<file path="src/rtl/execute_pipe.sv">
// Execute stage: ALU, branch resolution and result register with a valid/ready handshake.
// Define EXECUTE_PIPE_MUL_EN to build the multi-cycle shift-add multiplier for op 8.
module execute_pipe #(
   parameter int WIDTH = 16
) (
   input  logic             clk,
   input  logic             rst_n,
   input  logic             flush,
   input  logic             in_valid,
   output logic             in_ready,
   input  logic [WIDTH-1:0] opa,
   input  logic [WIDTH-1:0] opb,
   input  logic [WIDTH-1:0] imm,
   input  logic [WIDTH-1:0] pc_inc,
   input  logic [WIDTH-1:0] pc_off,
   input  logic [3:0]       alu_op,
   input  logic             alu_src,
   input  logic             branch,
   input  logic             jump,
   input  logic [1:0]       br_type,
   output logic             out_valid,
   input  logic             out_ready,
   output logic [WIDTH-1:0] result,
   output logic [WIDTH-1:0] pc_next,
   output logic             pc_src
);

   localparam int SHW = $clog2(WIDTH);

   logic [WIDTH-1:0] op_b;
   logic [WIDTH-1:0] alu_res;
   logic [WIDTH-1:0] pc_sum;
   logic [SHW-1:0]   shamt;
   logic             cond;
   logic             take;
   logic             accept;
   logic             busy;

   always_comb begin
      op_b  = alu_src ? imm : opb;
      shamt = op_b[SHW-1:0];
      case (alu_op)
         4'd0:    alu_res = opa + op_b;
         4'd1:    alu_res = opa - op_b;
         4'd2:    alu_res = opa & op_b;
         4'd3:    alu_res = opa | op_b;
         4'd4:    alu_res = opa ^ op_b;
         4'd5:    alu_res = opa << shamt;
         4'd6:    alu_res = opa >> shamt;
         4'd7:    alu_res = $unsigned($signed(opa) >>> shamt);
         4'd8:    alu_res = '0;
         default: alu_res = op_b;
      endcase
   end

   always_comb begin
      case (br_type)
         2'b00:   cond = (opa == '0);
         2'b01:   cond = (opa != '0);
         2'b10:   cond = opa[WIDTH-1];
         default: cond = ~opa[WIDTH-1];
      endcase
   end

   assign take     = jump | (branch & cond);
   assign pc_sum   = pc_inc + pc_off;
   assign in_ready = rst_n & ~busy & ~flush & (~out_valid | out_ready);
   assign accept   = in_valid & in_ready;

`ifdef EXECUTE_PIPE_MUL_EN
   // state | meaning
   // IDLE  | accepting operations, single-cycle ops complete at acceptance
   // MUL   | shift-add multiply, one partial product per cycle, cnt counts down
   typedef enum logic {IDLE, MUL} state_t;

   localparam logic [SHW-1:0] CNT_TOP = SHW'(WIDTH - 1);

   state_t           state;
   logic [SHW-1:0]   cnt;
   logic [WIDTH-1:0] mc;
   logic [WIDTH-1:0] mp;
   logic [WIDTH-1:0] acc;
   logic [WIDTH-1:0] acc_step;
   logic [WIDTH-1:0] pc_next_h;
   logic             pc_src_h;

   assign busy     = (state != IDLE);
   assign acc_step = mp[0] ? acc + mc : acc;
`else
   assign busy = 1'b0;
`endif

   always_ff @(posedge clk) begin
      if (!rst_n) begin
         out_valid <= 1'b0;
         result    <= '0;
         pc_next   <= '0;
         pc_src    <= 1'b0;
`ifdef EXECUTE_PIPE_MUL_EN
         state     <= IDLE;
         cnt       <= '0;
         mc        <= '0;
         mp        <= '0;
         acc       <= '0;
         pc_next_h <= '0;
         pc_src_h  <= 1'b0;
`endif
      end else if (flush) begin
         out_valid <= 1'b0;
`ifdef EXECUTE_PIPE_MUL_EN
         state     <= IDLE;
         cnt       <= '0;
`endif
      end else begin
         if (out_ready)
            out_valid <= 1'b0;
`ifdef EXECUTE_PIPE_MUL_EN
         if (state == MUL) begin
            acc <= acc_step;
            mc  <= mc << 1;
            mp  <= mp >> 1;
            cnt <= cnt - SHW'(1);
            if (cnt == '0) begin
               state     <= IDLE;
               result    <= acc_step;
               pc_next   <= pc_next_h;
               pc_src    <= pc_src_h;
               out_valid <= 1'b1;
            end
         end else if (accept && alu_op == 4'd8) begin
            // branch outcome is captured now and published with the product
            state     <= MUL;
            cnt       <= CNT_TOP;
            mc        <= opa;
            mp        <= op_b;
            acc       <= '0;
            pc_next_h <= pc_sum;
            pc_src_h  <= take;
         end else
`endif
         if (accept) begin
            result    <= alu_res;
            pc_next   <= pc_sum;
            pc_src    <= take;
            out_valid <= 1'b1;
         end
      end
   end

endmodule

</file>
<file path="config.mk">
export PLATFORM = sky130hd
export DESIGN_NAME = execute_pipe
export DESIGN_NICKNAME = d
export VERILOG_FILES = /design/src/rtl/execute_pipe.sv
export SDC_FILE = /design/constraint.sdc
export NUM_CORES = 1
export LEC_CHECK = 0
export BUFFER_PORTS_ARGS = -buffer_cell sky130_fd_sc_hd__buf_4
export CORE_AREA = 4 4 127 129
export CTS_CLUSTER_DIAMETER = 100
export DETAILED_ROUTE_END_ITERATION = 8
export DIE_AREA = 0 0 131 133
export GPL_ROUTABILITY_DRIVEN = 0
export GPL_TIMING_DRIVEN = 0
export SKIP_LAST_GASP = 1
export SYNTH_ARGS = -nofsm -noshare
export SYNTH_HDL_FRONTEND = slang
export SYNTH_SLANG_ARGS = --single-unit
</file>
<file path="constraint.sdc">
create_clock -name clk -period 4.8 [get_ports clk]
set_input_delay 0.24 -clock clk [delete_from_list [all_inputs] [get_ports clk]]
set_output_delay 0.24 -clock clk [all_outputs]
set_load 0.05 [all_outputs]
</file>
After elaboration in Yosys (flattened, before gate mapping)
Cells that the tools add are included.

Flip-flop bits (word level): 34. Output and inout port bits: 35.

Add/subtract/negate cells: 3. Shift-type cells: 3. Reductions and logical operators: 7. Bitwise operators: 13. Muxes and demuxes: 5. Eq/ne operators: 10.

Operator list (count): 16-bit one-hot mux with 9 select lines (1); 16-bit adder (2); 16-bit AND (1); 4-bit by 3-bit equality test with 1-bit output (second input constant) (4); 16-bit logical NOT (1); 16-bit two-way mux (1); 16-bit bitwise OR (1); 16-bit nonzero test (1); 16-bit by 4-bit left shift with 16-bit output (1); 16-bit by 4-bit >> shifter with 16-bit output (1); 16-bit by 4-bit >>> shifter with 16-bit output (1); 16-bit subtractor (1); 16-bit XOR (1); 4-bit by 2-bit equality test with 1-bit output (second input constant) (2); 1-bit AND (4); 4-bit by 1-bit equality test with 1-bit output (second input constant) (1); 4-bit equality test (second input constant) (1); 4-bit logical NOT (1); 1-bit inverter (4); 1-bit one-hot mux with 3 select lines (1); 2-bit by 1-bit equality test with 1-bit output (second input constant) (1); 2-bit equality test (second input constant) (1); 2-bit logical NOT (1); 1-bit two-way mux (2); other kinds (4) (5).

Longest topological paths before layout
Gate-level depths: netlist of run 1.

Word-level depth: 5. Gate-level depth with buffers: 19. Depth with buffers taken out: 16.

Least setup slack after synthesis of run 1
No wires, ideal clock.

Kind: in2reg. From: in alu_src. To: reg result[14]. Cell stages on the path: 17. Setup time: 0.122 ns. Data arrival time: 3.612 ns. Buffers on the path: 4. Path slack: 1.066 ns. Cell sequence: buf_6 > mux2i_1 > buf_2 > buf_2 > buf_2 > ha_1 > nand3_1 > o21ai_0 > nand2_1 > xnor2_1 > ha_1 > nor2b_1 > o41ai_1 > nand2_1 > o311a_1 > xor2_1 > a221o_1.

Word-level cells in the longest chain between the ends: 3. Elaborated cells on any way between the ends: 10. Classes of those cells: add/sub (2); shift (3); mux (2); bitwise (3).

RTL lines: start, declared (RTL line 17) `input logic alu_src,`; 16-bit two-way mux (*) (RTL line 40) `op_b = alu_src ? imm : opb;`; 16-bit subtractor (tied with other cells) (RTL line 44) `4'd1: alu_res = opa - op_b;`; 16-bit one-hot mux with 9 select lines (*) (RTL line 42) `case (alu_op)`; end signal, assigned (RTL line 142) `result <= alu_res;`; end, declared (RTL line 23) `output logic [WIDTH-1:0] result,`.

Every way passes the cells marked *; elsewhere a longest branch is shown, timed or not. A chain may end at the register's enable or synchronous reset.

Worst setup path in the final report of run 1
Ends and elaborated chain as after synthesis.

==> impl_metrics.sql, run 1 <==
INSERT INTO impl_metrics (metric_group, metric, value, unit) VALUES
('critical_path', 'worst-setup-path-type', 'in -> reg', ''),
('sta', 'slew_violations', '0', ''),
('pwr', 'p_int', '0.922', 'mW'),
('placement', 'place_ws', '0.161', 'ns'),
('critical_path', 'max_stage_delay', '0.51', 'ns'),
('critical_path', 'crit_slowest_cell', 'o41ai_1', ''),
('synth', 'netlist-cell-type-count', '77', ''),
('sta', 'finalHoldViolations', '0', ''),
('global_route', 'grt_start_max_net_pins', '14', ''),
('synth', 'synthArstFlopShare', '0', '%'),
('placement', 'placed_area', '7230', 'um2'),
('sta', 'maxSlewHeadroom', '20.3', '%'),
('floorplanning', 'die_w', '131', 'um'),
('synth', 'synth.largest_area_cell', 'ha_1', ''),
('hold_path', 'min_path_type', 'in -> reg', ''),
('drt', 'initialDrtViolationCount', '805', ''),
('clock_tree', 'post_cts.repair.setup_buffers', '0', ''),
('drt', 'routed-via-count', '7374', ''),
('drt', 'route.detailed.drc', '0', ''),
('sta', 'layout_worst_path_cycle_share', '92.7', '%'),
('synth', 'syn-instance-count', '845', ''),
('final_layout', 'final_layout_size_suffix_gt1_share', '18.8', '%'),
('floorplanning', 'core_area', '15000', 'um2'),
('outcome', 'outcome', 'complete, no violations', ''),
('synth', 'ys.flop_type', 'dfxtp_1', ''),
('critical_path', 'critical_path_arrival', '4.61', 'ns'),
('clock_tree', 'clock_sink_count', '34', ''),
('drt', 'dr.pass1.iters', '8', ''),
('sta', 'final.setup.tns', '0', 'ns'),
('global_route', 'gr-total-overflow', '0', ''),
('global_route', 'grt_antenna_before_repair', '0', ''),
('drt', 'top_layer', 'met4', ''),
('final_layout', 'antenna-diode-count', '0', ''),
('synth', 'synthesis.yosys.warnings', '0', ''),
('synth', 'postSynthRegisterBits', '34', ''),
('flow_run', 'drv.max_cap_violation_count', '0', ''),
('drt', 'wirelength_met1', '10.8', 'mm'),
('final_layout', 'final_core_util', '49.4', '%'),
('clock_tree', 'cts.root.buffer_cell', 'clkbuf_16', ''),
('sta', 'rsz0062_at_grt', 'no', ''),
('sta', 'setup_viol', '0', ''),
('clock_tree', 'worst_setup_hold_path_clk_slew', '0.06', 'ns'),
('critical_path', 'cp_cell_sequence', 'buf_6, mux2i_1, buf_2, buf_2, buf_2, ha_1, nand3_1, o21ai_0, nand2_1, xnor2_1, ha_1, nor2b_1, o41ai_1, nand2_1, o311a_1, xor2_1, a221o_1', ''),
('synth', 'mappedNetlistArea', '6040', 'um2'),
('critical_path', 'cp-end-kind', 'flop', ''),
('sta', 'max_freq', '225', 'MHz'),
('synth', 'synth_edf_count', '0', ''),
('drt', 'routed-wl-met2', '11.0', 'mm'),
('drt', 'wl_met3', '2.73', 'mm'),
('sta', 'worst_slew_pin_slew', '1.19', 'ns'),
('clock_tree', 'cts_resized', '0', ''),
('critical_path', 'critical_path.max_fanout', '11', ''),
('global_route', 'grt_pass1_wl', '38.8', 'mm'),
('global_route', 'grt.total_usage', '28.1', '%'),
('sta', 'setup_ws', '0.352', 'ns'),
('placement', 'placed_cells_incl_taps', '1160', ''),
('synth', 'post-synth-top-count-cell', 'nand2_1', ''),
('floorplanning', 'effective_utilization_at_floorplan', '40.2', '%'),
('pwr', 'combinationalPowerShare', '54.3', '%'),
('placement', 'io_buffers', '127', ''),
('pwr', 'power.density', '216', 'nW/um2'),
('pwr', 'max-vdd-ir-drop', '0.158', 'mV'),
('clock_tree', 'hold_buffers', '0', ''),
('clock_tree', 'tritoncts', 'built', ''),
('sta', 'finClkSkew', '0.00373', 'ns'),
('drt', 'drt_wl_total', '25.4', 'mm'),
('synth', 'synth_sequential_area_ratio', '11.3', '%'),
('pwr', 'p_total', '1.60', 'mW'),
('drt', 'routed_via_density', '6.31', ''),
('floorplanning', 'io_pins', '129', ''),
('pwr', 'static-leakage-power', '3.28', 'nW');
[final timing paths]
| path | from | cells past startpoint | slack, ns | end |
|---|---|---|---|---|
| max | alu_src | 17 | 0.35 | result[14] |
| max reg2reg | out_valid | 7 | 2.45 | result[0] |
| min | in_valid | 3 | 0.21 | out_valid |
| min reg2reg | result[0] | 2 | 0.45 | result[0] |
[power by group through the flow]
stage	registers (mW)	logic, mW	clock network [mW]
final	0.310	0.868	0.422
after global placement	0.315	0.844	0
after detailed placement	0.315	0.843	0
after global routing	0.312	0.932	0.440
after CTS	0.310	0.847	0.430
after floorplan	0.374	0.499	0
[worst max-delay path: cells and delay by family]
family	cells	cell delay [ns]
AND/OR/NAND/NOR	4	0.60
adder cells (fa/ha/maj)	2	0.60
XOR/XNOR	2	0.31
AO/OA/AOI/OAI	4	1.40
buffers and inverters	4	1.08
multiplexers	1	0.36
[layout make-up]
class                           count  area [um2]
Fill cell                        1534        7610
Multi-Input combinational cell    716        4920
Timing Repair Buffer              127         953
Sequential cell                    34         681
Buffer                             52         270
Tap cell                          188         235
Inverter                           43         164
Clock buffer                        5         125
Clock inverter                      3        68.8
[cells by family after synthesis]
logic type / share of synthesized area [%]
AO/OA/AOI/OAI: 33.1
XOR/XNOR: 5.37
adder cells (fa/ha/maj): 14.1
buffers and inverters: 7.19
flip-flops: 11.3
multiplexers: 7.85
AND/OR/NAND/NOR: 21.1
[flip-flops by register name, indices dropped and copies added (netlist names)]
register	count
out_valid	1
result	16
pc_next	16
pc_src	1
[per-layer routing]
layer / vias up / global-route usage [%]
met1: 3463 / 40.5
met4: 0 / 9.83
met3: 78 / 6.82
met5: - / 0
li1: 3396 / -
met2: 437 / 40.3
[cell usage in the layout, fill, tap and decap left out, drive strengths merged, types with 11 or more instances in the layout]
cell type / netlist / routed
buf: 24 / 151
nand2: 88 / 88
a21oi: 81 / 81
nor2: 72 / 72
o21ai: 66 / 66
ha: 65 / 65
inv: 43 / 43
dfxtp: 34 / 34
mux2i: 34 / 34
clkbuf: 28 / 33
xnor2: 24 / 24
nand3: 22 / 22
nor3: 21 / 21
o211ai: 20 / 20
a211oi: 14 / 14
nor2b: 13 / 13
xor2: 13 / 13
a22oi: 11 / 11
and2: 11 / 11
(Power assumes the default switching activity.)
==> run 2: changes to the inputs <==
- CORE_AREA: 4 4 127 129 -> 4 4 110 112
- DIE_AREA: 0 0 131 133 -> 0 0 114 116
- PLACE_DENSITY: default -> 0.79
==> impl_metrics.sql, run 2 (synthesis results as in run 1) <==
INSERT INTO impl_metrics (metric_group, metric, value, unit) VALUES
('floorplanning', 'core_area', '11200', 'um2'),
('global_route', 'global_routing_met1_resource_utilization', '45.2', '%'),
('critical_path', 'cp-end-kind', 'flop', ''),
('clock_tree', 'clock_path_buffers', '2', ''),
('global_route', 'grt_start_max_net_pins', '14', ''),
('critical_path', 'rr_endpoint', 'result[0]', ''),
('critical_path', 'r2r_cells', '7', ''),
('sta', 'slew_violations', '0', ''),
('global_route', 'grt_antenna_before_repair', '0', ''),
('drt', 'route.detailed.drc', '0', ''),
('sta', 'maxSlewHeadroom', '24.0', '%'),
('global_route', 'global_route.usage.met3', '9.97', '%'),
('critical_path', 'critical_path_arrival', '4.55', 'ns'),
('drt', 'post_drt_wl_per_cell', '21.0', 'um'),
('sta', 'max_freq', '228', 'MHz'),
('sta', 'worst_slew_pin_slew', '1.13', 'ns'),
('floorplanning', 'rows', '39', ''),
('final_layout', 'final_layout_size_suffix_gt1_share', '18.9', '%'),
('global_route', 'met2_layer_usage_reported_by_global_route', '52.8', '%'),
('drt', 'routed-via-count', '7507', ''),
('placement', 'io_buffers', '127', ''),
('global_route', 'first_global_vias', '6950', ''),
('critical_path', 'cp_cell_sequence', 'buf_6, mux2i_1, buf_2, buf_2, buf_2, ha_1, nand3_1, o21ai_0, nand2_1, xnor2_1, ha_1, nor2b_1, o41ai_2, nand2_1, o311a_1, xor2_1, a221o_1', ''),
('drt', 'initialDrtViolationCount', '1122', ''),
('sta', 'finalHoldViolations', '0', ''),
('critical_path', 'crit_slowest_cell', 'o41ai_2', ''),
('global_route', 'gr-max-usage-layer', 'met2', ''),
('clock_tree', 'cts-buffers-inserted', '5', ''),
('drt', 'drtAntennaViolNets', '0', ''),
('global_route', 'gr-total-overflow', '0', ''),
('final_layout', 'finish.instance_area', '7330', 'um2'),
('critical_path', 'critical_path.max_fanout', '11', ''),
('critical_path', 'r2r-start', 'out_valid', ''),
('pwr', 'static-leakage-power', '3.26', 'nW'),
('drt', 'dr.pass1.iters', '6', ''),
('critical_path', 'worst-setup-path-type', 'in -> reg', ''),
('sta', 'final_worst_path_period_need', '4.39', 'ns'),
('sta', 'layout_worst_path_cycle_share', '91.4', '%'),
('drt', 'drt_wl_total', '23.6', 'mm'),
('sta', 'rsz0062_at_grt', 'no', ''),
('clock_tree', 'hold_buffers', '0', ''),
('pwr', 'combinationalPowerShare', '57.5', '%'),
('pwr', 'p_int', '0.830', 'mW'),
('clock_tree', 'clock_sink_count', '34', ''),
('critical_path', 'critical_path_depth', '17', ''),
('final_layout', 'mostFrequentLayoutCell', 'buf_4', ''),
('placement', 'placed_area', '7170', 'um2'),
('critical_path', 'worst-path-buf-inv', '4', ''),
('pwr', 'switching_share', '44.5', '%'),
('flow_run', 'drv.max_cap_violation_count', '0', ''),
('pwr', 'power.density', '204', 'nW/um2'),
('hold_path', 'min_path_type', 'in -> reg', ''),
('clock_tree', 'tritoncts', 'built', ''),
('final_layout', 'final_core_util', '65.3', '%'),
('hold_path', 'holdCritStartpoint', 'in_valid', ''),
('hold_path', 'min_to', 'out_valid', ''),
('global_route', 'grt.total_usage', '34.6', '%'),
('floorplanning', 'die_height', '116', 'um'),
('clock_tree', 'ctsHtreeMaxLevel', '2', ''),
('critical_path', 'reg2reg_slack', '2.51', 'ns'),
('floorplanning', 'die_area', '13200', 'um2'),
('critical_path', 'crit_top_cell', 'buf_2', ''),
('final_layout', 'final_nets', '1140', ''),
('drt', 'routed_via_density', '6.68', ''),
('critical_path', 'path_delay_family', 'compound AO/OA/AOI/OAI gates', ''),
('pwr', 'switching_power', '0.666', 'mW'),
('critical_path', 'required_time_at_the_endpoint_of_the_critical_path', '4.96', 'ns'),
('outcome', 'outcome', 'complete, no violations', ''),
('clock_tree', 'post_cts.repair.setup_buffers', '0', ''),
('final_layout', 'layout_common_cells', 'buf_4, nand2_1, a21oi_1, nor2_1, ha_1', ''),
('final_layout', 'layout_top_registers', 'pc_next x16, result x16', ''),
('critical_path', 'max_stage_delay', '0.48', 'ns'),
('floorplanning', 'die_w', '114', 'um'),
('clock_tree', 'clock_insertion_delay_worst_skew', '0.28', 'ns'),
('sta', 'finClkSkew', '0.00558', 'ns'),
('placement', 'place_hpwl', '18.7', 'mm'),
('clock_tree', 'cts.root.buffer_cell', 'clkbuf_16', ''),
('global_route', 'grt_pass1_wl', '36.6', 'mm'),
('clock_tree', 'worst_setup_hold_path_clk_slew', '0.06', 'ns'),
('critical_path', 'worst_setup_path_start_kind', 'input pin', ''),
('pwr', 'max-vdd-ir-drop', '0.162', 'mV'),
('floorplanning', 'effective_utilization_at_floorplan', '53.8', '%'),
('pwr', 'power.share.clock', '21.7', '%'),
('pwr', 'p_total', '1.50', 'mW'),
('final_layout', 'antenna-diode-count', '0', ''),
('sta', 'setup_viol', '0', ''),
('pwr', 'pwr-share-seq', '20.8', '%'),
('floorplanning', 'io_pins', '129', ''),
('final_layout', 'growth_of_design_area_from_synthesis_to_finish', '21.4', '%'),
('hold_path', 'worst_hold_path.num_cells', '3', ''),
('sta', 'final.setup.tns', '0', 'ns');
run 2: changes by cell type in the layout (fill, tap and decap cells not counted):
| cell | delta |
|---|---|
| bufinv_16 | -2 |
| clkbuf_8 | +1 |
| clkinv_2 | +1 |
| clkinv_4 | -1 |
| clkinvlp_4 | +1 |
| o41ai_1 | -1 |
| o41ai_2 | +1 |
run 2: stage by stage:
stage	cells	hold slack, ns	setup WS, ns
after floorplan	845	0.361	1.07
after global placement	1115	0.428	0.0590
after detailed placement	1115	0.437	0.0425
after CTS	1123	0.186	0.317
after global routing	1123	0.225	0.156
final	1123	0.184	0.415
run 2: routing by layer:
metal,vias up,wire [um]
li1,3389,-
met4,0,1380
met2,595,10000
met1,3385,9060
met5,-,0
met3,138,3110
run 2: layout make-up:
cell class / count / area (um2)
fillers: 1018 / 3890
flip-flops and latches: 34 / 681
clock buffers: 6 / 139
multi-input cells: 716 / 4930
repair buffers: 127 / 953
well taps: 143 / 179
inverters: 43 / 164
plain buffers: 52 / 270
clock inverters: 2 / 12.5
run 2: worst max-delay path by stage:
| stage | from | endpoint | slack [ns] |
|---|---|---|---|
| global placement | alu_src | result[14] | 0.06 |
| finish | alu_src | result[14] | 0.41 |
| detailed placement | alu_src | result[14] | 0.04 |
| global route | alu_src | result[9] | 0.16 |
| CTS | alu_src | result[14] | 0.32 |
| floorplan | alu_src | result[14] | 1.07 |
run 2: timing repair:
item	4_1_cts	5_1_grt
endpoints found under the hold margin	0	0
setup endpoints to repair	0	1
gates resized for setup	0	1
run 2: worst register-to-register path, stage by stage (launching register included):
cell and delay, ns:
dfxtp_1 0.31, nor2b_1 0.14, nand2b_1 0.17, nor2_1 0.16, clkbuf_1 0.45, clkbuf_1 0.55, o221ai_1 0.33, nand2_1 0.12
run 2: power by group through the flow:
stage,Sequential (mW),Combinational (mW),Clock [mW]
2_1_floorplan,0.374,0.499,0
3_3_place_gp,0.316,0.819,0
3_5_place_dp,0.316,0.826,0
4_1_cts,0.310,0.831,0.326
5_1_grt,0.312,0.922,0.343
6_report,0.311,0.860,0.325
